File: src/rtl/imem_boot_loader.sv
// imem_boot_loader: length-prefixed byte stream to instruction memory writes; optional checksum via IMEM_BOOT_LOADER_CHECKSUM_EN
module imem_boot_loader #(
    parameter int ADDR_W = 6,
    parameter int LEN_W  = 16
) (
    input  logic              clk,
    input  logic              rst,
    input  logic              in_valid,
    input  logic [7:0]        in_data,
    output logic              in_ready,
    output logic              imem_we,
    output logic [ADDR_W-1:0] imem_addr,
    output logic [31:0]       imem_wdata,
    output logic              cpu_rst,
    output logic              busy,
    output logic              done,
    output logic              error
);
`ifdef IMEM_BOOT_LOADER_CHECKSUM_EN
    typedef enum logic [2:0] {LEN_HI, LEN_LO, DATA, CSUM, DONE, ERR} state_t;
`else
    typedef enum logic [2:0] {LEN_HI, LEN_LO, DATA, DONE, ERR} state_t;
`endif
    localparam logic [LEN_W:0] CAP = (LEN_W+1)'(2**ADDR_W);
    state_t            state_q, state_d;
    logic [LEN_W-1:0]  len_q, len_d, wcnt_q, wcnt_d, len_full;
    logic [1:0]        bcnt_q, bcnt_d;
    logic [31:0]       word_q, word_d;
    logic              we_q, we_d;
    logic [ADDR_W-1:0] addr_q, addr_d;
    logic              xfer;
`ifdef IMEM_BOOT_LOADER_CHECKSUM_EN
    logic [7:0]        csum_q, csum_d;
`endif
    assign xfer       = in_valid & in_ready;
    assign len_full   = {len_q[LEN_W-1:8], in_data};
    assign imem_we    = we_q;
    assign imem_addr  = addr_q;
    assign imem_wdata = word_q;
    assign cpu_rst    = state_q != DONE;
    assign done       = state_q == DONE;
    assign error      = state_q == ERR;
`ifdef IMEM_BOOT_LOADER_CHECKSUM_EN
    assign busy       = state_q == LEN_HI || state_q == LEN_LO || state_q == DATA || state_q == CSUM;
`else
    assign busy       = state_q == LEN_HI || state_q == LEN_LO || state_q == DATA;
`endif

    // Next-state and datapath: header capture, byte shifting, word write scheduling
    always_comb begin
        state_d  = state_q;
        len_d    = len_q;
        wcnt_d   = wcnt_q;
        bcnt_d   = bcnt_q;
        word_d   = word_q;
        we_d     = 1'b0;
        addr_d   = addr_q;
`ifdef IMEM_BOOT_LOADER_CHECKSUM_EN
        csum_d   = csum_q;
        in_ready = ~rst & (state_q == LEN_HI || state_q == LEN_LO || state_q == CSUM ||
                           (state_q == DATA && wcnt_q != len_q));
`else
        in_ready = ~rst & (state_q == LEN_HI || state_q == LEN_LO ||
                           (state_q == DATA && wcnt_q != len_q));
`endif
        case (state_q)
            LEN_HI: if (xfer) begin
                len_d[LEN_W-1:8] = in_data;
                state_d          = LEN_LO;
            end
            LEN_LO: if (xfer) begin
                len_d = len_full;
`ifdef IMEM_BOOT_LOADER_CHECKSUM_EN
                state_d = len_full == '0 ? CSUM : ({1'b0, len_full} > CAP ? ERR : DATA);
`else
                state_d = len_full == '0 ? DONE : ({1'b0, len_full} > CAP ? ERR : DATA);
`endif
            end
            // wcnt == len means the last word's write strobe is out this cycle
            DATA: if (wcnt_q == len_q) begin
                state_d = DONE;
            end else if (xfer) begin
                word_d = {word_q[23:0], in_data};
                bcnt_d = bcnt_q + 2'd1;
`ifdef IMEM_BOOT_LOADER_CHECKSUM_EN
                csum_d = csum_q ^ in_data;
`endif
                if (bcnt_q == 2'd3) begin
                    we_d   = 1'b1;
                    addr_d = wcnt_q[ADDR_W-1:0];
                    wcnt_d = wcnt_q + 1'b1;
`ifdef IMEM_BOOT_LOADER_CHECKSUM_EN
                    if (wcnt_d == len_q) state_d = CSUM;
`endif
                end
            end
`ifdef IMEM_BOOT_LOADER_CHECKSUM_EN
            CSUM: if (xfer) state_d = in_data == csum_q ? DONE : ERR;
`endif
            default: ;
        endcase
    end

    // State register with synchronous reset; memory contents are untouched by reset
    always_ff @(posedge clk) begin
        if (rst) begin
            state_q <= LEN_HI;
            len_q   <= '0;
            wcnt_q  <= '0;
            bcnt_q  <= '0;
            word_q  <= '0;
            we_q    <= 1'b0;
            addr_q  <= '0;
`ifdef IMEM_BOOT_LOADER_CHECKSUM_EN
            csum_q  <= '0;
`endif
        end else begin
            state_q <= state_d;
            len_q   <= len_d;
            wcnt_q  <= wcnt_d;
            bcnt_q  <= bcnt_d;
            word_q  <= word_d;
            we_q    <= we_d;
            addr_q  <= addr_d;
`ifdef IMEM_BOOT_LOADER_CHECKSUM_EN
            csum_q  <= csum_d;
`endif
        end
    end
endmodule

File: config.mk
export PLATFORM = sky130hd
export DESIGN_NAME = imem_boot_loader
export DESIGN_NICKNAME = d
export VERILOG_FILES = /design/src/rtl/imem_boot_loader.sv
export SDC_FILE = /design/constraint.sdc
export NUM_CORES = 1
export LEC_CHECK = 0
export ABC_AREA = 0
export CAP_MARGIN = 20
export CELL_PAD_IN_SITES_DETAIL_PLACEMENT = 0
export CELL_PAD_IN_SITES_GLOBAL_PLACEMENT = 2
export CORE_UTILIZATION = 34
export CTS_CLUSTER_DIAMETER = 200
export DETAILED_ROUTE_END_ITERATION = 8
export HOLD_SLACK_MARGIN = 0.08
export MAX_ROUTING_LAYER = met4
export PLACE_DENSITY = 0.85
export SLEW_MARGIN = 15
export SYNTH_ARGS = -nofsm -noshare
export SYNTH_HDL_FRONTEND = slang
export SYNTH_SLANG_ARGS = --single-unit
File: constraint.sdc
create_clock -name clk -period 6.7 [get_ports clk]
set_input_delay 1.34 -clock clk [delete_from_list [all_inputs] [get_ports clk]]
set_output_delay 1.34 -clock clk [all_outputs]
set_load 0.01 [all_outputs]
Yosys cells after proc, flatten, opt, wreduce, memory -nomap -nowiden. Index checks and enable logic that the tools add are counted.

Register bits: 76. Output and inout port bits: 44. Bits of input ports: 11. Word-level logic and storage cells: 51.

Bitwise operators: 7. Multiplexer cells: 9. Order comparisons: 1. Reduce and logical (&&, ||, !) cells: 13. Add/subtract/negate cells: 2. Eq/ne operators: 11.

Operator list (count): $add A16 B1 Y16 const B (1); $eq A16 B16 Y1 (1); $gt A16 B7 Y1 const B (1); $logic_not A16 Y1 (1); $ne A16 B16 Y1 (1); $pmux W8 S2 (1); $mux W3 (5); $pmux W3 S3 (1); $mux W8 (1); $reduce_and A4 Y1 (2); $eq A3 B2 Y1 const B (2); $reduce_and A3 Y1 (2); $not A1 Y1 (5); $ne A2 B2 Y1 const B (2); $reduce_or A4 Y1 (1); $eq A3 B1 Y1 const B (1); $eq A3 B3 Y1 const B (1); $logic_not A3 Y1 (1); $logic_or A1 B1 Y1 (3); $ne A3 B2 Y1 const B (1); $reduce_bool A3 Y1 (1); $add A2 B1 Y2 const B (1); $and A1 B1 Y1 (2); $eq A2 B2 Y1 const B (1); other kinds (4) (4).

Logic depth before layout (Yosys ltp).
Depth in word-level cells: 7. Gate-level depth with buffers: 9. Gate-level depth less buffers: 6.

Worst setup path after synthesis. Ideal clock, no wire load.

Kind: in2out. From: in rst. To: out in_ready. Path buffers: 2. Cell stages on the path: 3. Slack: 3.422 ns. Arrival time: 1.938 ns. Required time: 5.360 ns. Path through: buf_6 -> clkbuf_1 -> nor3_1.

Word-level cells in the longest chain between the ends: 2.

Ends and longest elaborated chain: start: declaration (line 7) `input logic rst,`; $not A1 Y1 (line 63) `in_ready = ~rst & (state_q == LEN_HI || state_q == LEN_LO ||`; $and A1 B1 Y1 (line 63); end: declaration (line 10) `output logic in_ready,`.

Every way passes these cells.

Worst setup path after layout. Same ends and word-level chain as after synthesis.

==> summary.md <==
| Metric | Value |
|---|---|
| P&R area growth vs syn | `23.2%` |
| CP Depth | `4` |
| Worst Skew | `0.0131 ns` |
| Post_cts resized | `0` |
| R2R Path End | `imem_wdata[11]` |
| Distinct cells, synth | `44` |
| DRT Wirelength | `8270 um` |
| Post-CTS Setup Inserts | `0` |
| Design Area, Final | `4190 um^2` |
| Die W | `102 um` |
| Startpoint Class | `input pin` |
| Cts hold-fix bufs | `0` |
| Post-DP Area | `3980 um^2` |
| # fillers | `1,015` |
| Tightest Hold Check Type | `reg -> reg` |
| Max cap viols | `0` |
| Root buffer cell | `clkbuf_8` |
| Mapped Area | `3400 um^2` |
| Ant. Diodes | `0` |
| Placer Congestion | `0.740` |
| Rows | `36` |
| Final setup margin | `2.71 ns` |
| Vias in the first global route | `2,820` |
| Full die area | `10,400 um^2` |
| CP delay by family, top | `buffers and inverters` |
| Hold Fails Final Rpt | `0` |
| I/O Pins | `55` |
| Reg-to-Reg Start | `state_q[2]` |
| Synth Net Count | `410` |
| Multi-input gate area | `1720 um^2` |
| Worst-path maximum fanout | `82` |
| Core footprint | `9730 um^2` |
| Post-DR vias/cell | `5.10` |
| Post-route ant nets | `0` |
| # clock sinks | `76` |
| R2R cell count | `4` |
| Drt initial violations | `140` |
| Clock Path Buffers | `2` |
| Number of buffers created by CTS | `9` |
| CTS tree | `yes` |
| Pleak | `1.50 nW` |
| Final Power | `912 uW` |
| Fin crit period | `3.99 ns` |
| Reg area | `1520 um^2` |
| Pwr Density | `218 nW/um^2` |
| DPL Wire Length | `5450 um` |
| Cells after Synth | `397` |
| Critical path type | `in -> out` |
| Crit path to | `in_ready` |
| Via count | `2,907` |
| Peak VDD IR | `97.4 uV` |
| Tightest Pin Transition | `0.937 ns` |
| Initial antenna violation count | `0` |
| Data required, critical path | `5.36 ns` |
| Critical path startpoint | `rst` |
| Layout cells sized above 1 | `7.32%` |
| Initial core utilization | `34.9%` |
| Delay of the slowest critical-path stage | `0.61 ns` |
| Critical path capture point type | `output port` |
| Period utilisation layout | `59.6%` |
| Die H | `102 um` |
| Largest net degree at the start of global routing | `83` |
| Endpoints failing setup | `0` |
| Crit path cell chain | `buf_2 > buf_4 > nor3_1 > clkdlybuf4s50_1` |
| First drt pass iteration count | `4` |
| Reg clk slew, reported paths | `0.08 ns` |
| Critical path's slowest cell | `buf_4` |
| Reg2Reg Setup Slack | `4.02 ns` |
| Critical Path AT | `2.65 ns` |
| Status | `finished clean` |
| First-pass GRT wire length | `13,900 um` |
| Fmax achieved | `250 MHz` |
| GRT Util Overall | `17.4%` |
| GRT overflow | `0` |
| Clk_lat worst skew | `0.35 ns` |
| Final Max Slew Viols | `0` |
| Mean Syn Cell Area | `8.56 um^2` |
| RSZ-0062 raised after global routing | `false` |
| Count of input and output buffers | `54` |
| Synthesis Warnings | `0` |
| Flops & latches, synth | `76` |
| Place WS | `2.48 ns` |
| Setup TNS | `0 ns` |
| DRC violation count after routing | `0` |
| DR WL/cell | `14.5 um` |
| Sequential share of the synthesized area | `44.8%` |
| CP bufs+invs | `3` |
| Slew headroom | `37.3%` |
| # nets final | `445` |
| H-tree depth | `3` |
## how the worst min path moves through the flow
stage / slack [ns] / startpoint / cells after the start / end
after global routing: 0.51 / imem_addr[2] / 2 / imem_addr[2]
after CTS: 0.48 / imem_wdata[28] / 2 / imem_wdata[28]
final: 0.48 / imem_addr[3] / 2 / imem_addr[3]
after global placement: 0.46 / bcnt_q[1] / 2 / bcnt_q[1]
after floorplan: 0.44 / bcnt_q[0] / 1 / bcnt_q[0]
after detailed placement: 0.47 / imem_wdata[28] / 2 / imem_wdata[28]
## cell usage in the layout (no fill, tap or decap), types with 2 or more instances in the layout
cell type,synthesis,final
nor2_1,31,31
mux2_2,3,3
mux2i_1,19,19
nor4_1,9,9
buf_4,0,4
xor2_1,16,16
ha_1,2,2
o21ai_0,45,45
o31ai_1,3,3
inv_1,2,2
and2_1,2,2
nand4_1,6,6
nand3_1,46,46
or4_1,3,3
clkdlybuf4s50_1,0,53
dfxtp_1,76,76
a21oi_1,35,35
nand2_1,11,11
a211oi_1,2,2
nor3_1,3,3
clkbuf_8,0,10
nand2b_1,20,20
nor2b_1,4,4
or3_1,6,6
## through the flow
step | utilization [%] | hold slack, ns | cells
after floorplan | - | 0.445 | 397
after global placement | 40.9 | 0.464 | 554
after detailed placement | 40.9 | 0.470 | 554
after CTS | 43.0 | 0.482 | 570
after global routing | 43.0 | 0.507 | 570
final | 43.0 | 0.478 | 570
## power breakdown
part | switching [mW] | total, mW | internal [mW]
clock | 0.178 | 0.365 | 0.186
combinational | 0.0617 | 0.0870 | 0.0252
sequential | 0.00518 | 0.461 | 0.456
total | 0.245 | 0.912 | 0.667
## state kept, by name (all words and copies together) (netlist names)
| name | flops |
|---|---|
| wcnt_q | 16 |
| state_q | 3 |
| bcnt_q | 2 |
| imem_we | 1 |
| imem_wdata | 32 |
| len_q | 16 |
| imem_addr | 6 |
## metal layers
layer / track usage, % / vias to the layer above / share of wire (%)
met3: 2.53 / 13 / 2.1
met1: 23.7 / 1382 / 51
met2: 26.0 / 43 / 45
met5: - / - / 0
met4: 6.81 / 0 / 1.7
li1: - / 1469 / -
## kinds of logic (layout without fill, tap and decap cells)
family / count (synthesis) / after routing / share of synthesized area [%]
compound gates: 88 / 88 / 13.7
xor+xnor: 16 / 16 / 4.13
fa+ha+maj: 2 / 2 / 0.737
buf+inv: 36 / 76 / 4.71
flops: 76 / 76 / 44.8
mux: 23 / 23 / 6.92
simple gates: 156 / 156 / 25.0
## synth_stat cells, drive strengths merged
cell / n / share of area [%]
nor2b: 4 / 0.74
and4bb: 1 / 0.37
nand4: 6 / 1.1
or3: 6 / 1.1
and3: 1 / 0.18
nor2: 33 / 3.9
a211oi: 2 / 0.44
inv: 2 / 0.22
or4b: 1 / 0.29
o21a: 1 / 0.22
o21ai: 45 / 6.6
mux2: 4 / 1.3
nor4b: 1 / 0.26
o21ba: 1 / 0.29
nand2: 11 / 1.2
or4: 3 / 0.66
nand2b: 20 / 3.7
o31ai: 3 / 0.66
o41ai: 1 / 0.26
dfxtp: 76 / 45
buf: 9 / 1.7
nor3b: 1 / 0.22
mux2i: 19 / 5.6
a21oi: 35 / 5.2
or3b: 2 / 0.52
ha: 2 / 0.74
and4: 1 / 0.26
xor2: 16 / 4.1
or2: 2 / 0.37
clkbuf: 25 / 2.8
nor3: 4 / 0.74
and2: 2 / 0.37
nor4: 10 / 2.0
nand3b: 1 / 0.22
nand3: 46 / 6.8
## layout make-up
| class | count | area share (%) |
|---|---|---|
| timing repair buffer | 58 | 13.5 |
| tap | 133 | 3.98 |
| clock inverter | 6 | 1.70 |
| multi-input combinational | 285 | 41.0 |
| clock buffer | 10 | 3.29 |
| sequential | 76 | 36.4 |
| inverter | 2 | 0.179 |
## worst register-to-register path, stage by stage, from the launching register on
cell     delay [ns]
dfxtp_1        0.38
or3b_1         0.50
or2_1          0.56
nor2_1         0.86
o21ai_0        0.23
(Power assumes the default switching activity.)
